$ cat src/rtl/pb_evt_pkg.sv
// Shared event encodings, pending-bit positions and width helpers for the
// push-button event controller.
package pb_evt_pkg;

  typedef enum logic [1:0] {
    EVT_NONE    = 2'b00,
    EVT_PRESS   = 2'b01,
    EVT_RELEASE = 2'b10,
    EVT_LONG    = 2'b11
  } evt_type_e;

  localparam int unsigned EVT_W = 2;

  localparam int unsigned PEND_PRESS   = 0;
  localparam int unsigned PEND_RELEASE = 1;
  localparam int unsigned PEND_LONG    = 2;

  // Width needed to index n items (at least 1 bit).
  function automatic int unsigned btn_idx_w(input int unsigned n);
    return (n <= 1) ? 1 : $clog2(n);
  endfunction

  // Width needed to hold values 0..max (at least 1 bit).
  function automatic int unsigned cnt_w(input int unsigned max);
    return (max <= 1) ? 1 : $clog2(max + 1);
  endfunction

endpackage

$ cat src/rtl/pb_channel.sv
// One button channel: input synchronizer, tick-based debounce, long-press
// timer and the three pending-event bits.
module pb_channel import pb_evt_pkg::*; #(
  parameter int unsigned STABLE_TICKS = 4,
  parameter int unsigned LONG_TICKS   = 1000
) (
  input  logic       clk,
  input  logic       rst,
  input  logic       pb_n,
  input  logic       tick,
  input  logic [2:0] grant,
  output logic       btn_state,
  output logic [2:0] pend,
  output logic       ovf
);

  localparam int unsigned SW = cnt_w(STABLE_TICKS);
  localparam int unsigned HW = cnt_w(LONG_TICKS);

  logic          s_meta;
  logic          s;
  logic [SW-1:0] stab_cnt;
  logic [HW-1:0] hold_cnt;
  logic          accept;
  logic [2:0]    pset;

  always_comb begin
    accept             = tick && (s != btn_state) && (stab_cnt == SW'(STABLE_TICKS - 1));
    pset               = '0;
    pset[PEND_PRESS]   = accept && !btn_state;
    pset[PEND_RELEASE] = accept && btn_state;
    // hold_cnt saturates at LONG_TICKS, so this matches only once per press
    pset[PEND_LONG]    = tick && btn_state && (hold_cnt == HW'(LONG_TICKS - 1));
  end

  // A bit granted this cycle may be re-set without counting as a loss.
  assign ovf = |(pset & pend & ~grant);

  always_ff @(posedge clk) begin
    if (!rst) begin
      s_meta    <= 1'b0;
      s         <= 1'b0;
      btn_state <= 1'b0;
      stab_cnt  <= '0;
      hold_cnt  <= '0;
      pend      <= '0;
    end else begin
      s_meta <= ~pb_n;
      s      <= s_meta;
      pend   <= (pend & ~grant) | pset;
      if (tick) begin
        if (s == btn_state) begin
          stab_cnt <= '0;
        end else if (accept) begin
          stab_cnt  <= '0;
          btn_state <= ~btn_state;
        end else begin
          stab_cnt <= stab_cnt + SW'(1);
        end
        if (accept && btn_state) begin
          hold_cnt <= '0;
        end else if (btn_state && (hold_cnt != HW'(LONG_TICKS))) begin
          hold_cnt <= hold_cnt + HW'(1);
        end
      end
    end
  end

endmodule

$ cat src/rtl/pb_event_ctrl.sv
// Multi-button event controller: shared sample-tick prescaler, per-channel
// debounce, round-robin event arbiter and a small valid/ready event FIFO.
module pb_event_ctrl import pb_evt_pkg::*; #(
  parameter int unsigned N_BTN        = 4,
  parameter int unsigned TICK_DIV     = 100000,
  parameter int unsigned STABLE_TICKS = 4,
  parameter int unsigned LONG_TICKS   = 1000,
  parameter int unsigned FIFO_DEPTH   = 4
) (
  input  logic                          clk,
  input  logic                          rst,
  input  logic [N_BTN-1:0]              pb_n,
  output logic [N_BTN-1:0]              btn_state,
  output logic                          evt_valid,
  input  logic                          evt_ready,
  output logic [btn_idx_w(N_BTN)-1:0]   evt_btn,
  output logic [EVT_W-1:0]              evt_type,
  output logic                          overflow,
  input  logic                          clr_ovf
);

  localparam int unsigned BW = btn_idx_w(N_BTN);
  localparam int unsigned TW = cnt_w(TICK_DIV - 1);
  localparam int unsigned PW = $clog2(FIFO_DEPTH);
  localparam int unsigned EW = BW + EVT_W;

  logic [TW-1:0]    tcnt;
  logic             tick;
  logic [2:0]       pend  [N_BTN];
  logic [2:0]       grant [N_BTN];
  logic [N_BTN-1:0] ch_ovf;

  logic [BW-1:0]    rr;
  logic             found;
  logic [BW-1:0]    win;
  logic [2:0]       win_pend;
  logic [2:0]       gnt_bit;
  evt_type_e        gnt_type;
  logic             do_grant;

  logic [PW:0]      wr_ptr;
  logic [PW:0]      rd_ptr;
  logic [PW:0]      level;
  logic             room;
  logic             push_q;
  logic [EW-1:0]    push_data_q;
  logic [EW-1:0]    mem [FIFO_DEPTH];
  logic [EW-1:0]    head;
  logic             pop;

  assign tick = (tcnt == TW'(TICK_DIV - 1));

  always_ff @(posedge clk) begin
    if (!rst) tcnt <= '0;
    else      tcnt <= tick ? '0 : tcnt + TW'(1);
  end

  for (genvar g = 0; g < N_BTN; g++) begin : g_ch
    pb_channel #(
      .STABLE_TICKS (STABLE_TICKS),
      .LONG_TICKS   (LONG_TICKS)
    ) u_ch (
      .clk       (clk),
      .rst       (rst),
      .pb_n      (pb_n[g]),
      .tick      (tick),
      .grant     (grant[g]),
      .btn_state (btn_state[g]),
      .pend      (pend[g]),
      .ovf       (ch_ovf[g])
    );
  end

  // The grant is registered (push_q) one cycle before the FIFO write, so the
  // room check counts that in-flight entry as already occupying a slot.
  assign level = wr_ptr - rd_ptr;
  assign room  = (level + (PW+1)'(push_q)) < (PW+1)'(FIFO_DEPTH);

  always_comb begin
    found    = 1'b0;
    win      = '0;
    win_pend = '0;
    for (int unsigned c = 0; c < N_BTN; c++) begin
      if (!found && (c >= 32'(rr)) && (pend[c] != 3'b000)) begin
        found    = 1'b1;
        win      = BW'(c);
        win_pend = pend[c];
      end
    end
    for (int unsigned c = 0; c < N_BTN; c++) begin
      if (!found && (c < 32'(rr)) && (pend[c] != 3'b000)) begin
        found    = 1'b1;
        win      = BW'(c);
        win_pend = pend[c];
      end
    end
    if (win_pend[PEND_PRESS]) begin
      gnt_bit  = 3'b001;
      gnt_type = EVT_PRESS;
    end else if (win_pend[PEND_LONG]) begin
      gnt_bit  = 3'b100;
      gnt_type = EVT_LONG;
    end else begin
      gnt_bit  = 3'b010;
      gnt_type = EVT_RELEASE;
    end
    do_grant = found && room;
    for (int unsigned c = 0; c < N_BTN; c++) begin
      grant[c] = (do_grant && (win == BW'(c))) ? gnt_bit : 3'b000;
    end
  end

  assign evt_valid = (wr_ptr != rd_ptr);
  assign pop       = evt_valid && evt_ready;
  assign head      = mem[rd_ptr[PW-1:0]];
  assign evt_btn   = evt_valid ? head[EW-1:EVT_W] : '0;
  assign evt_type  = evt_valid ? head[EVT_W-1:0]  : '0;

  always_ff @(posedge clk) begin
    if (!rst) begin
      wr_ptr      <= '0;
      rd_ptr      <= '0;
      push_q      <= 1'b0;
      push_data_q <= '0;
      rr          <= '0;
      overflow    <= 1'b0;
    end else begin
      push_q      <= do_grant;
      push_data_q <= {win, gnt_type};
      if (push_q) wr_ptr <= wr_ptr + (PW+1)'(1);
      if (pop)    rd_ptr <= rd_ptr + (PW+1)'(1);
      if (do_grant) rr <= (win == BW'(N_BTN - 1)) ? '0 : win + BW'(1);
      overflow <= (overflow && !clr_ovf) || (|ch_ovf);
    end
  end

  always_ff @(posedge clk) begin
    if (push_q) mem[wr_ptr[PW-1:0]] <= push_data_q;
  end

endmodule
$ cat config.mk
export PLATFORM = sky130hd
export DESIGN_NAME = pb_event_ctrl
export DESIGN_NICKNAME = d
export VERILOG_FILES = /design/src/rtl/pb_evt_pkg.sv /design/src/rtl/pb_channel.sv /design/src/rtl/pb_event_ctrl.sv
export SDC_FILE = /design/constraint.sdc
export NUM_CORES = 1
export LEC_CHECK = 0
export CAP_MARGIN = 20
export CORE_ASPECT_RATIO = 0.5
export CORE_MARGIN = 2
export CORE_UTILIZATION = 50
export DETAILED_ROUTE_END_ITERATION = 8
export PLACE_DENSITY_LB_ADDON = 0.3
export SLEW_MARGIN = 20
export SYNTH_ARGS = -nofsm -noshare
export SYNTH_HDL_FRONTEND = slang
export SYNTH_SLANG_ARGS = --single-unit
$ cat constraint.sdc
create_clock -name clk -period 6.2 [get_ports clk]
set_clock_uncertainty 0.1 [all_clocks]
set_input_delay 1.24 -clock clk [delete_from_list [all_inputs] [get_ports clk]]
set_output_delay 1.24 -clock clk [all_outputs]
set_load 0.005 [all_outputs]
## Word-level counts from Yosys, hierarchy flattened

Memories as Yosys holds them, arrays and structs flattened. A register that Yosys moved wholly into a read port is not among the register bits.
Cells that the tools add are included.
W data, S select, Z words.

| word-level totals | value |
|---|---|
| memories | 1 |
| RAM bits | 16 |
| latch bits | 0 |
| bits of input ports | 8 |
| memory bits (read-only) | 0 |
| bits in registers | 107 |

Memory list:

| memory | words | bits a word | read ports | clocked after memory_dff | wr ports | RTL line | source |
|---|---|---|---|---|---|---|---|
| mem | 4 | 4 | 1 | 1 | 1 | pb_event_ctrl.sv:47 | `logic [EW-1:0] mem [FIFO_DEPTH];` |

| cells by class | value |
|---|---|
| reductions and logical operators | 79 |
| multipliers | 0 |
| $add $sub $neg | 14 |
| div/mod/pow operators | 0 |
| shift operators | 0 |
| mux-type cells | 51 |
| bitwise gates (word level) | 33 |
| eq/ne operators | 25 |
| order comparisons | 7 |

Operators with widths:

| cell | count |
|---|---|
| $mux W10 | 8 |
| $mux W3 | 21 |
| $logic_and A1 B1 Y1 | 47 |
| $add A10 B1 Y10 const B | 4 |
| $eq A10 B10 Y1 const B | 4 |
| $ne A10 B10 Y1 const B | 4 |
| $and A3 B3 Y3 | 12 |
| $mux W2 | 10 |
| $add A3 B1 Y3 const B | 6 |
| $add A17 B1 Y17 const B | 1 |
| $eq A17 B17 Y1 const B | 1 |
| $not A1 Y1 | 13 |
| $eq A3 B2 Y1 const B | 4 |
| $mux W1 | 12 |
| $not A3 Y3 | 4 |
| $or A3 B3 Y3 | 4 |
| $reduce_and A3 Y1 | 4 |
| $reduce_bool A3 Y1 | 4 |
| $reduce_or A12 Y1 | 1 |
| $logic_not A1 Y1 | 11 |
| $reduce_and A2 Y1 | 4 |
| $reduce_bool A2 Y1 | 4 |
| $eq A1 B1 Y1 | 4 |
| $eq A2 B2 Y1 const B | 2 |
| 14 further kinds | 20 |

## Logic depth before layout (Yosys ltp)

| logic depth | value |
|---|---|
| depth after elaboration | 33 |
| gate-level depth with buffers | 12 |
| mapped depth without buffers | 12 |

## Hierarchy

From an unflattened synthesis, not the netlist that was laid out.

| second synthesis, totals | value |
|---|---|
| cell total of the unflattened synthesis | 751 |
| area, all modules | 6806.5 µm² |

By module, submodules not included:

| module | times used | cells each | area an instance (µm²) | sequential area each (µm²) |
|---|---|---|---|---|
| pb_channel | 4 | 123 | 1041.0 | 380.4 |
| pb_event_ctrl | 1 | 259 | 2642.5 | 1141.1 |

## Worst setup path after synthesis

Ideal clock, no wire load.

| timing | value |
|---|---|
| path kind | register to register |
| from | reg rd_ptr[1] |
| to | reg overflow |
| data arrival time | 2.634 ns |
| setup time | 0.120 ns |
| clock period less this slack | 2.854 ns |
| required time | 5.980 ns |
| path buffers | 0 |
| slack | 3.346 ns |
| cell stages (with the launch flop) | 12 |
| cells stage by stage | dfxtp_1 inv_1 ha_1 ha_1 and3b_1 o21a_2 nor3_4 nand2_2 or3b_1 o211ai_1 o2111ai_1 o31a_1 |

| on the way | value |
|---|---|
| cells in the longest elaborated chain, start to end | 10 |
| elaborated cells between the ends (all ways) | 22 |
| those cells by class | add/sub (2); order compare (1); mux (4); bitwise (8); reduce/logical (7) |

Ends and longest elaborated chain:

| what | RTL line | source |
|---|---|---|
| from (decl) | pb_event_ctrl.sv:42 | `logic [PW:0] rd_ptr;` |
| from (signal assigned) | pb_event_ctrl.sv:131 | `if (pop) rd_ptr <= rd_ptr + (PW+1)'(1);` |
| $sub A3 B3 Y3 (*) | pb_event_ctrl.sv:76 | `assign level = wr_ptr - rd_ptr;` |
| $add A3 B1 Y3 (*) | pb_event_ctrl.sv:77 | `assign room = (level + (PW+1)'(push_q)) < (PW+1)'(FIFO_DEPTH);` |
| $lt A3 B3 Y1 (*) | pb_event_ctrl.sv:77 |  |
| $logic_and A1 B1 Y1 (*) | pb_event_ctrl.sv:107 | `do_grant = found && room;` |
| $logic_and A1 B1 Y1 | pb_event_ctrl.sv:109 | `grant[c] = (do_grant && (win == BW'(c))) ? gnt_bit : 3'b000;` |
| $mux W3 | pb_event_ctrl.sv:109 |  |
| $not A3 Y3 | pb_channel.sv:37 | `assign ovf = \|(pset & pend & ~grant);` |
| $and A3 B3 Y3 | pb_channel.sv:37 |  |
| $reduce_or A12 Y1 (*) | pb_event_ctrl.sv:133 | `overflow <= (overflow && !clr_ovf) \|\| (\|ch_ovf);` |
| $logic_or A1 B1 Y1 (*) | pb_event_ctrl.sv:133 |  |
| to (signal assigned) | pb_event_ctrl.sv:133 |  |
| to (decl) | pb_event_ctrl.sv:18 | `output logic overflow,` |

Mark *: on every way between the ends. The rest lies on a longest branch, timed or not.
A chain may end at the register's enable or synchronous reset.

==> metrics.cfg <==
[run_status]
status = complete, no violations

[timing]
min_period_ns = 3.34
relSlewSlack_pct = 36.6
clock.fmax_mhz = 299
slew_violations = 0
setup_viol = 0
rsz0062_at_grt = false
tightest_slew_ns = 0.949
fin_tns_setup_ns = 0
period_share_pct = 53.9
final-hold-violation-count = 0

[finish]
multi_input_area_um2 = 3200
drive_gt1_share_pct = 7.83
synthToLayoutAreaGrowth_pct = 14.7
design_area_um2 = 6960
ff_latch_area_um2 = 2660
num_antenna_cells = 0
final_nets = 720
fin_cells = 867
fin_util_pct = 58.9
n_fill_cell = 1031

[worst_setup_path]
cpMaxStageDelayCell = mux4_2
worst_ep_arrival_time_ns = 2.00
crit_fanout = 4
crit_type = reg -> out
cp.required_ns = 4.86
crit_buf_inv = 1
max_stage_delay_ns = 0.53
crit_chain = mux4_2, and2_1, clkdlybuf4s50_1
end_kind = output pin
crit_family = multiplexers
startpoint_type = register

[power_and_ir_drop]
powerDensity_nw_per_um2 = 270
seq_power_share_pct = 44.0
clkPwrFrac_pct = 54.8
pwr-share-comb_pct = 1.3
p_sw_uw = 377
power.total_uw = 1880
internal_power_uw = 1500
swShare_pct = 20.1
peakVddDrop_mv = 0.179
p_leak_uw = 0.00243

[clock_tree]
cts_buffer_depth = 2
post_cts_buffers = 0
path_clk_slew_ns = 0.05
tritoncts = done
cts.sinks = 125
cts_hold_buffers = 0
h-tree-depth = 4
cts_root_buf = clkbuf_16
cts_resized = 0
cts_made_buffers = 17
clk_latency_ns = 0.41

[placed_design]
numPortBuffers = 17
hpwl_um = 8560
dp_cells = 835
placed_area_um2 = 6330
routabilityCongestion = 0.917

[logic_synthesis]
synth_top_area_share_pct = 36.0
synth.cell_area_um2 = 6060
synth_cell_types = 62
synth_seq_cells = 125
synth.area.top_cells = dfxtp_1 (36%), edfxtp_1 (7.9%), nor2_1 (5.1%)
synth_edf_count = 16
synth-compound-area-share_pct = 12.0
syn_area_per_cell_um2 = 8.97
synth_largest_area_cell = dfxtp_1
yosysMostFrequentCell = dfxtp_1
syn_nets = 707
synth_cells = 676
synth_xor_area_share_pct = 7.90
synth_top_family_by_area = simple AND/OR/NAND/NOR gates
muxShareOfSynthArea_pct = 1.65
synthAdderAreaFrac_pct = 4.75
ys.flop_type = dfxtp_1
ys_warn_count = 0
synthSimpleGateAreaFrac_pct = 26.4
ys_async_sr_fraction_pct = 0
yosysSeqAreaShare_pct = 43.9
netlist_top_cells_count = dfxtp_1 (109), nor2_1 (83), nand2_1 (60)

[drt]
dr.pass1.iters = 5
viasPerCell = 5.53
drc = 0
antenna_left = 0
met2WireLength_um = 5560
routed.top_layer = met4
wl_per_cell_um = 14.1
vias = 4792
wl_met1_um = 5970
routed-wl-met3_um = 545
drtIter0Drc = 284
wl_um = 12200

[grt]
grt_max_degree = 51
antenna_found_initial = 0
overflow = 0
grt_pass1_wl_um = 20800
grt_pass1_vias = 4452
grt_use_total_pct = 19.8

[die]
core_area_um2 = 11800
start_util_pct = 51.4
die_w_um = 160
pin_count = 18
die_area_um2 = 13100
die_y_um = 81.9
placementRows = 28

[worst_hold_path]
hold_class = reg -> reg

[flow_run]
max_cap_viol_count = 0

==> layer usage <==
| metal | GRT usage [%] | vias up |
|---|---|---|
| met5 | 0 | - |
| li1 | - | 2417 |
| met2 | 33.0 | 102 |
| met1 | 25.3 | 2258 |
| met4 | 6.64 | 0 |
| met3 | 5.61 | 15 |
==> registers in the layout, summed over array words and instances (netlist names), named ones only <==
signal,cells
push_data_q,4
g_ch.u_ch.btn_state,4
g_ch.u_ch.s_meta,4
g_ch.u_ch.stab_cnt,12
mem,16
tcnt,17
rd_ptr,3
g_ch.u_ch.pend,12
wr_ptr,3
push_q,1
overflow,1
g_ch.u_ch.s,4
g_ch.u_ch.hold_cnt,40
rr,2
==> cell usage in the layout (no fill, tap or decap), drive strengths merged, types with 3 or more instances in the layout <==
cell type | netlist | final
and4 | 9 | 9
o21a | 3 | 3
o221ai | 6 | 6
nor2 | 83 | 83
inv | 24 | 25
nor4 | 6 | 6
and2 | 15 | 15
xnor2 | 22 | 22
nor3 | 19 | 19
nand3 | 37 | 37
dfxtp | 109 | 109
mux4 | 4 | 4
nor3b | 3 | 3
clkinvlp | 0 | 3
o211a | 3 | 3
o21ai | 25 | 25
o211ai | 4 | 4
or3 | 11 | 11
a21oi | 51 | 51
clkdlybuf4s50 | 0 | 17
ha | 23 | 23
and3 | 9 | 9
a211oi | 3 | 3
xor2 | 30 | 30
nand4 | 21 | 21
or2 | 6 | 6
clkbuf | 14 | 17
edfxtp | 16 | 16
nand2 | 61 | 61
bufinv | 0 | 4
nor2b | 8 | 8
clkinv | 0 | 7
nand2b | 10 | 10
==> stage by stage <==
stage	setup WS, ns	hold slack [ns]
4_1_cts	2.82	0.333
3_3_place_gp	2.83	0.315
5_1_grt	2.66	0.347
6_report	2.86	0.332
3_5_place_dp	2.76	0.320
2_1_floorplan	3.35	0.307
==> layout make-up <==
type | count | area share (%)
Inverter | 24 | 1.29
Clock inverter | 15 | 2.82
Tap cell | 165 | 2.97
Sequential cell | 125 | 38.3
Multi-Input combinational cell | 503 | 46.0
Clock buffer | 17 | 6.11
Timing Repair Buffer | 18 | 2.55
==> final timing paths <==
check                            from             end  depth (start not counted)  slack (ns)
hold / removal    g_ch[2].u_ch.s_meta  g_ch[2].u_ch.s                          1        0.33
hold reg to reg   g_ch[2].u_ch.s_meta  g_ch[2].u_ch.s                          1        0.33
setup / recovery             register     evt_type[0]                          3        2.86
setup reg to reg                rr[0]        overflow                          8        2.95
==> cells by family (layout without fill, tap and decap cells) <==
group / count (synthesis) / in the layout
simple gates: 311 / 311
flops: 125 / 125
compound gates: 111 / 111
xor+xnor: 53 / 53
buf+inv: 48 / 74
fa+ha+maj: 23 / 23
mux: 5 / 5
==> worst register-to-register path, stage by stage, from the launching register on <==
cell and delay (ns):
dfxtp_1 0.62, inv_1 0.19, a21oi_1 0.16, a32oi_1 0.12, a2111oi_2 0.88, nand2_1 0.31
o221ai_1 0.28, o2111ai_1 0.16, o31a_1 0.31
==> power by group through the flow <==
stage	combinational, uW	clock, uW	sequential (uW)
after floorplan	14.9	0	842
after global placement	24.0	0	843
after detailed placement	24.3	0	843
after CTS	24.4	1050	826
after global routing	26.9	1090	826
final	24.1	1030	826
No activity file was read; power rests on OpenSTA's default activity.
